==> src/rtl/hazard_ctrl.sv <==
// hazard_ctrl: pipeline stall/flush controller for load-use, multi-cycle EX ops, memory wait and redirects.
module hazard_ctrl #(
  parameter int MC_LAT = 4,
  parameter int CNT_W  = 32
) (
  input  logic             clk,
  input  logic             rst_n,
  input  logic [4:0]       ID_Rs1,
  input  logic [4:0]       ID_Rs2,
  input  logic             ID_use_rs1,
  input  logic             ID_use_rs2,
  input  logic             ID_EX_MemRead,
  input  logic [4:0]       ID_EX_Rd,
  input  logic             EX_redirect,
  input  logic             EX_mc_start,
  input  logic             IM_busy,
  input  logic             DM_busy,
  output logic             PC_write,
  output logic             IF_ID_write,
  output logic             ID_EX_write,
  output logic             EX_MEM_write,
  output logic             MEM_WB_write,
  output logic             IF_ID_flush,
  output logic             ID_EX_flush,
  output logic             EX_MEM_flush,
  output logic             mc_busy,
  output logic [CNT_W-1:0] stall_cycles,
  output logic [CNT_W-1:0] flush_count
);
  typedef enum logic [1:0] {INIT, RUN, MC_WAIT} state_t;
  localparam int MCW = $clog2(MC_LAT + 1);
  // {PC, IF_ID, ID_EX, EX_MEM, MEM_WB write; IF_ID, ID_EX, EX_MEM flush}
  localparam logic [7:0] C_ALL  = 8'b11111_000;
  localparam logic [7:0] C_INIT = 8'b00000_110;
  localparam logic [7:0] C_MC   = 8'b00011_001;
  localparam logic [7:0] C_RED  = 8'b11111_110;
  localparam logic [7:0] C_LU   = 8'b00111_010;
  state_t           r_state, w_next;
  logic [MCW-1:0]   r_mc_cnt, w_mc_cnt;
  logic             r_mc_done;
  logic [CNT_W-1:0] r_stall, r_flush;
  logic [7:0]       w_ctl;
  logic             w_busy, w_redir, w_mem, w_load_use;
  assign w_mem = IM_busy | DM_busy;
  assign w_load_use = ID_EX_MemRead && (ID_EX_Rd != 5'd0) &&
                      ((ID_EX_Rd == ID_Rs1 && ID_use_rs1) || (ID_EX_Rd == ID_Rs2 && ID_use_rs2));
  always_comb begin
    w_next   = r_state;
    w_mc_cnt = r_mc_cnt;
    w_ctl    = C_ALL;
    w_busy   = 1'b0;
    w_redir  = 1'b0;
    if (r_state == INIT) begin
      w_ctl  = C_INIT;
      w_next = RUN;
    end else if (w_mem) begin
      w_ctl  = 8'd0;
      w_busy = (r_state == MC_WAIT) && (r_mc_cnt != '0);
    end else if (r_state == MC_WAIT) begin
      // counter==0 is the release cycle: the op leaves EX and the pipe advances normally
      if (r_mc_cnt == '0) w_next = RUN;
      else begin
        w_ctl    = C_MC;
        w_busy   = 1'b1;
        w_mc_cnt = r_mc_cnt - 1'b1;
      end
    end else if (EX_mc_start && !r_mc_done) begin
      w_next   = MC_WAIT;
      w_mc_cnt = MCW'(MC_LAT - 2);
      w_ctl    = C_MC;
      w_busy   = 1'b1;
    end else if (EX_redirect) begin
      w_ctl   = C_RED;
      w_redir = 1'b1;
    end else if (w_load_use) begin
      w_ctl = C_LU;
    end
  end
  assign {PC_write, IF_ID_write, ID_EX_write, EX_MEM_write, MEM_WB_write,
          IF_ID_flush, ID_EX_flush, EX_MEM_flush} = w_ctl;
  assign mc_busy      = w_busy;
  assign stall_cycles = r_stall;
  assign flush_count  = r_flush;
  always_ff @(posedge clk or negedge rst_n) begin
    if (!rst_n) begin
      r_state   <= INIT;
      r_mc_cnt  <= '0;
      r_mc_done <= 1'b0;
      r_stall   <= '0;
      r_flush   <= '0;
    end else begin
      r_state   <= w_next;
      r_mc_cnt  <= w_mc_cnt;
      // the completed op's start level may linger one cycle; hold the flag while EX is frozen
      r_mc_done <= (w_mem && r_state != INIT) ? r_mc_done : (r_state == MC_WAIT && w_next == RUN);
      if (r_state != INIT && !w_ctl[7]) r_stall <= r_stall + CNT_W'(1);
      if (w_redir) r_flush <= r_flush + CNT_W'(1);
    end
  end
endmodule
==> config.mk <==
export PLATFORM = sky130hd
export DESIGN_NAME = hazard_ctrl
export DESIGN_NICKNAME = d
export VERILOG_FILES = /design/src/rtl/hazard_ctrl.sv
export SDC_FILE = /design/constraint.sdc
export NUM_CORES = 1
export LEC_CHECK = 0
export ABC_AREA = 1
export CELL_PAD_IN_SITES_DETAIL_PLACEMENT = 0
export CELL_PAD_IN_SITES_GLOBAL_PLACEMENT = 2
export CORE_ASPECT_RATIO = 0.5
export CORE_MARGIN = 4
export CORE_UTILIZATION = 26
export DETAILED_ROUTE_END_ITERATION = 10
export GPL_TIMING_DRIVEN = 1
export MAX_ROUTING_LAYER = met4
export PLACE_DENSITY = 0.8
export SLEW_MARGIN = 20
export SYNTH_ARGS = -nofsm -noshare
export SYNTH_HDL_FRONTEND = slang
export SYNTH_SLANG_ARGS = --single-unit
==> constraint.sdc <==
create_clock -name clk -period 1.6 [get_ports clk]
set_input_delay 0.24 -clock clk [delete_from_list [all_inputs] [get_ports clk]]
set_output_delay 0.24 -clock clk [all_outputs]
set_load 0.01 [all_outputs]
## Word-level counts from Yosys, hierarchy flattened

Index checks and enable logic that the tools add are counted.

| cells by class | value |
|---|---|
| equality and inequality tests | 5 |
| reduce and logical (&&, ||, !) cells | 19 |
| add/subtract/negate cells | 3 |
| muxes and demuxes | 25 |
| bitwise logic cells | 3 |

Operators with widths:

| cell | count |
|---|---|
| 32-bit by 1-bit adder with 32-bit output, second input constant | 2 |
| 8-bit two-way mux | 7 |
| 5-bit equality test | 2 |
| 1-bit two-way mux | 10 |
| 2-bit two-way mux | 5 |
| 1-bit logical AND | 9 |
| 3-bit two-way mux | 3 |
| 5-bit nonzero test | 1 |
| 4-bit AND reduction | 1 |
| 2-bit nonzero test | 2 |
| 3-bit zero test | 1 |
| 3-bit nonzero test | 1 |
| 3-bit by 1-bit subtractor with 3-bit output, second input constant | 1 |
| 2-bit by 1-bit equality test with 1-bit output, second input constant | 1 |
| 2-bit equality test, second input constant | 1 |
| 1-bit zero test | 2 |
| 2-bit zero test | 1 |
| 2-bit inequality test, second input constant | 1 |
| 1-bit NOT | 2 |
| 1-bit logical OR | 1 |
| 1-bit OR | 1 |

| storage, ports and cells | value |
|---|---|
| bits in registers | 70 |
| logic and storage cells | 60 |
| input bits | 24 |

## Depth between registers and ports, before layout

| depth | value |
|---|---|
| depth in word-level cells | 12 |
| mapped depth | 13 |

## Least setup slack after synthesis

Ideal clock, no wire load.

| timing path | value |
|---|---|
| path type | register to output |
| start point | reg r_mc_cnt[0] |
| end point | out PC_write |
| path buffers | 1 |
| arrival time | 1.410 ns |
| cell stages (with the launch flop) | 12 |
| slack | -0.050 ns |
| path through | dfrtp_1 inv_1 ha_1 nand2_1 nor2_4 inv_2 nand2_4 inv_2 nor2_1 nand2_1 inv_1 buf_4 |

| on the way | value |
|---|---|
| word-level cells in the longest chain between the ends | 5 |

Ends and longest elaborated chain:

| what | RTL line | RTL |
|---|---|---|
| start, declared | 39 | `logic [MCW-1:0] r_mc_cnt, w_mc_cnt;` |
| start signal, assigned | 93 | `r_mc_cnt <= w_mc_cnt;` |
| 3-bit zero test | 61 | `if (r_mc_cnt == '0) w_next = RUN;` |
| 8-bit two-way mux | 61 |  |
| 8-bit two-way mux | 59 | `end else if (r_state == MC_WAIT) begin` |
| 8-bit two-way mux | 56 | `end else if (w_mem) begin` |
| 8-bit two-way mux | 53 | `if (r_state == INIT) begin` |
| end, declared | 18 | `output logic PC_write,` |

Every way passes these cells.

## Worst setup path in the final report

| timing path | value |
|---|---|
| start point | reg r_mc_cnt[0] |
| end point | out IF_ID_write |

| on the way | value |
|---|---|
| word-level cells in the longest chain between the ends | 5 |

Ends and longest elaborated chain:

| what | RTL line | RTL |
|---|---|---|
| 3-bit zero test | 61 |  |
| 8-bit two-way mux | 61 |  |
| 8-bit two-way mux | 59 |  |
| 8-bit two-way mux | 56 |  |
| 8-bit two-way mux | 53 |  |
| end, declared | 19 | `output logic IF_ID_write,` |

Every way passes these cells.

==> flow_metrics.tcl <==
set metrics [dict create \
    status "finished, violations left" \
    failed_checks "setup timing" \
    synth_nets 719 \
    fin_ws_ns -0.182 \
    grt_pass1_wl_mm 26.2 \
    slew_headroom_pct 62.0 \
    die-area_um2 20700 \
    vias_per_cell 4.39 \
    ir_drop_mv 0.549 \
    vias 5119 \
    synth_cell_types 36 \
    setup_viol 58 \
    placed_cells 1097 \
    yosysMostFrequentCell "nand2_1" \
    timing.rr.end "stall_cycles[29]$_DFFE_PN0P_" \
    critPathMaxFanout 3 \
    globalRouteMet2Util_pct 26.5 \
    p_leak_nw 4.34 \
    crit_start "r_mc_cnt[0]$_DFFE_PN0P_" \
    wl_per_cell_um 14.3 \
    grtUsageTotal_pct 16.1 \
    worst_ep_arrival_time_ns 1.54 \
    diodes 0 \
    synth_edf_count 0 \
    start_kind "flip-flop" \
    ys_top_cells_by_area "dfrtp_1, nand2_1, xor2_1, nor2_1, nand3_1" \
    ant_nets 0 \
    synth_xor_area_share_pct 8.45 \
    fmax_mhz 561 \
    r2r_start "r_mc_cnt[0]$_DFFE_PN0P_" \
    core_um2 17700 \
    grtUsageMet1_pct 20.9 \
    stdcell_area_um2 8080 \
    yosysSeqAreaShare_pct 36.7 \
    synth_async_sr_flop_share_pct 100 \
    drtPass1Iterations 6 \
    synthTopCellsByCount "nand2_1, nor2_1, dfrtp_1" \
    synth_area_um2 4770 \
    stdcell_count 1166 \
    dieWidth_um 199 \
    wirelength_mm 16.6 \
    row_count 34 \
    cts_root_buffer "clkbuf_16" \
    critical_path_required_ns 1.36 \
    globalRoute.busiestLayer "met2" \
    worstMarginPinSlew_ns 0.564 \
    setup.worst_path.end "IF_ID_write" \
    antenna_found_initial 0 \
    synth-simple-area-share_pct 43.8 \
    syn_area_per_cell_um2 6.90 \
    ys_warn_count 0 \
    synth-main-ff-cell "dfrtp_1" \
    start_util_pct 27.0 \
    power.density_nw_per_um2 981 \
    synth_fa_ha_area_share_pct 1.05 \
    period_minus_slack_ns 1.78 \
    ys_seq_elements 70 \
    syn-instance-count 691 \
    clk_path_buf_depth 2 \
    synth_top_area_share_pct 36.7 \
    clkTransAtPathRegs_ns 0.06 \
    final_util_pct 45.7 \
    r2r_setup_slack_ns -0.17 \
    synth_top_family_by_area "simple AND/OR/NAND/NOR gates" \
    grtUsageMet3_pct 3.24 \
    rsz0062_at_grt "yes" \
    nets 955 \
    cts_tree "done" \
    drc 0 \
    slew_violations 0 \
    end_kind "primary output" \
    clock_sinks 70 \
    cts_made_buffers 9 \
    drive_gt1_share_pct 33.9 \
    synth_compound_area_share_pct 2.05 \
    syn2layout_area_growth_pct 69.4 \
    drv_cap 0 \
    fp.dieH_um 104 \
    period_share_pct 111 \
    dp_hpwl_mm 11.9 \
    grt_pass1_vias 5046 \
    grt_max_degree 24 \
    min_path_type "primary input to asynchronous set/reset pin" \
    grt_overflow 0 \
    gp_congestion 0.829 \
    htree_levels 3 \
    ios 97 \
    hold_viol 0 \
    fin_skew_ns 0.0117 \
    critical_path_class "flip-flop to primary output" \
    drt_iter0_drc 172 \
    port_buffers 96 \
    rr_worst_depth 14 \
    synth_top_cell_by_area "dfrtp_1" \
    place_area_um2 6600 \
    clock_latency_ns 0.34 \
    muxShareOfSynthArea_pct 0 \
]
[through the flow]
stage	power (mW)	setup slack [ns]	TNS (ns)	hold WS, ns
floorplan	3.48	0.0110	0	-0.0556
finish	7.92	-0.182	-5.70	0.347
global route	8.36	-0.310	-11.05	0.368
global placement	4.61	-0.561	-26.76	0.165
detailed placement	4.65	-0.555	-27.05	0.167
CTS	7.65	-0.251	-7.31	0.356
[worst min path at each step]
stage	start	endpoint	slack, ns	cells past startpoint
after floorplan	rst_n	flush_count[0]$_DFFE_PN0P_	-0.06	0
after global placement	rst_n	flush_count[14]$_DFFE_PN0P_	0.16	1
after detailed placement	rst_n	flush_count[14]$_DFFE_PN0P_	0.17	1
after CTS	rst_n	r_state[0]$_DFF_PN0_	0.36	2
after global routing	rst_n	flush_count[10]$_DFFE_PN0P_	0.37	2
final	rst_n	flush_count[12]$_DFFE_PN0P_	0.35	2
[where the power goes]
part	internal [mW]	switching, mW
clock	1.49	0.798
sequential	2.00	0.193
combinational	1.66	1.78
total	5.15	2.77
[cell families (layout without fill, tap and decap cells)]
| kind of cell | after synthesis | count (layout) |
|---|---|---|
| AOI/OAI and AO/OA | 17 | 17 |
| buffers and inverters | 87 | 326 |
| DFF | 70 | 70 |
| and+or+nand+nor | 467 | 469 |
| adders and majority gates | 4 | 4 |
| xor gates and xnor gates | 46 | 46 |
[routing by layer]
| layer | routed length [um] | up-vias |
|---|---|---|
| li1 | - | 2630 |
| met1 | 7740 | 2423 |
| met2 | 8270 | 56 |
| met3 | 463 | 10 |
| met4 | 179 | 0 |
| met5 | 0 | - |
[cell type report]
type | instances | area, um^2
repair buffers | 237 | 2280
well taps | 234 | 293
inverters | 73 | 292
multi-input cells | 536 | 3100
clock buffers | 13 | 270
clock inverters | 3 | 65.1
flip-flops and latches | 70 | 1770
fillers | 1779 | 9580
[critical path, cell delays in order, from the launching register on]
cell,delay [ns]
dfrtp_1,0.37
inv_2,0.08
ha_4,0.14
nand2_4,0.04
nor2_4,0.10
inv_2,0.07
nand2_4,0.07
inv_4,0.04
nor2_4,0.08
nand2_2,0.05
inv_2,0.06
buf_6,0.10
[state kept, by name (all words and copies together) (netlist names)]
name	count
r_mc_cnt	3
r_mc_done	1
stall_cycles	32
r_state	2
flush_count	32
[placed cells by master, fill, tap and decap left out, drive strengths merged, types with 2 or more instances in the layout]
| cell | n |
|---|---|
| buf | 145 |
| clkinv | 2 |
| o21ai | 10 |
| nand3 | 56 |
| inv | 72 |
| dlygate4sd2 | 29 |
| clkbuf | 16 |
| nand3b | 4 |
| ha | 4 |
| a21oi | 3 |
| a21boi | 2 |
| xnor2 | 14 |
| clkdlybuf4s50 | 30 |
| nand4 | 10 |
| nor2 | 88 |
| dlymetal6s2s | 27 |
| bufinv | 2 |
| xor2 | 32 |
| nor3 | 30 |
| dfrtp | 70 |
| nand2 | 278 |
[what timing repair did]
item / in CTS / in global routing
resized for setup: 138 / 128
hold buffers: 1 / 0
setup endpoints to repair: 109 / 91
gates cloned: 4 / 3
setup buffers: 29 / 21
pin swaps: 26 / 41
hold endpoints to repair: 19 / 0
Power figures use the tool's default switching activity.
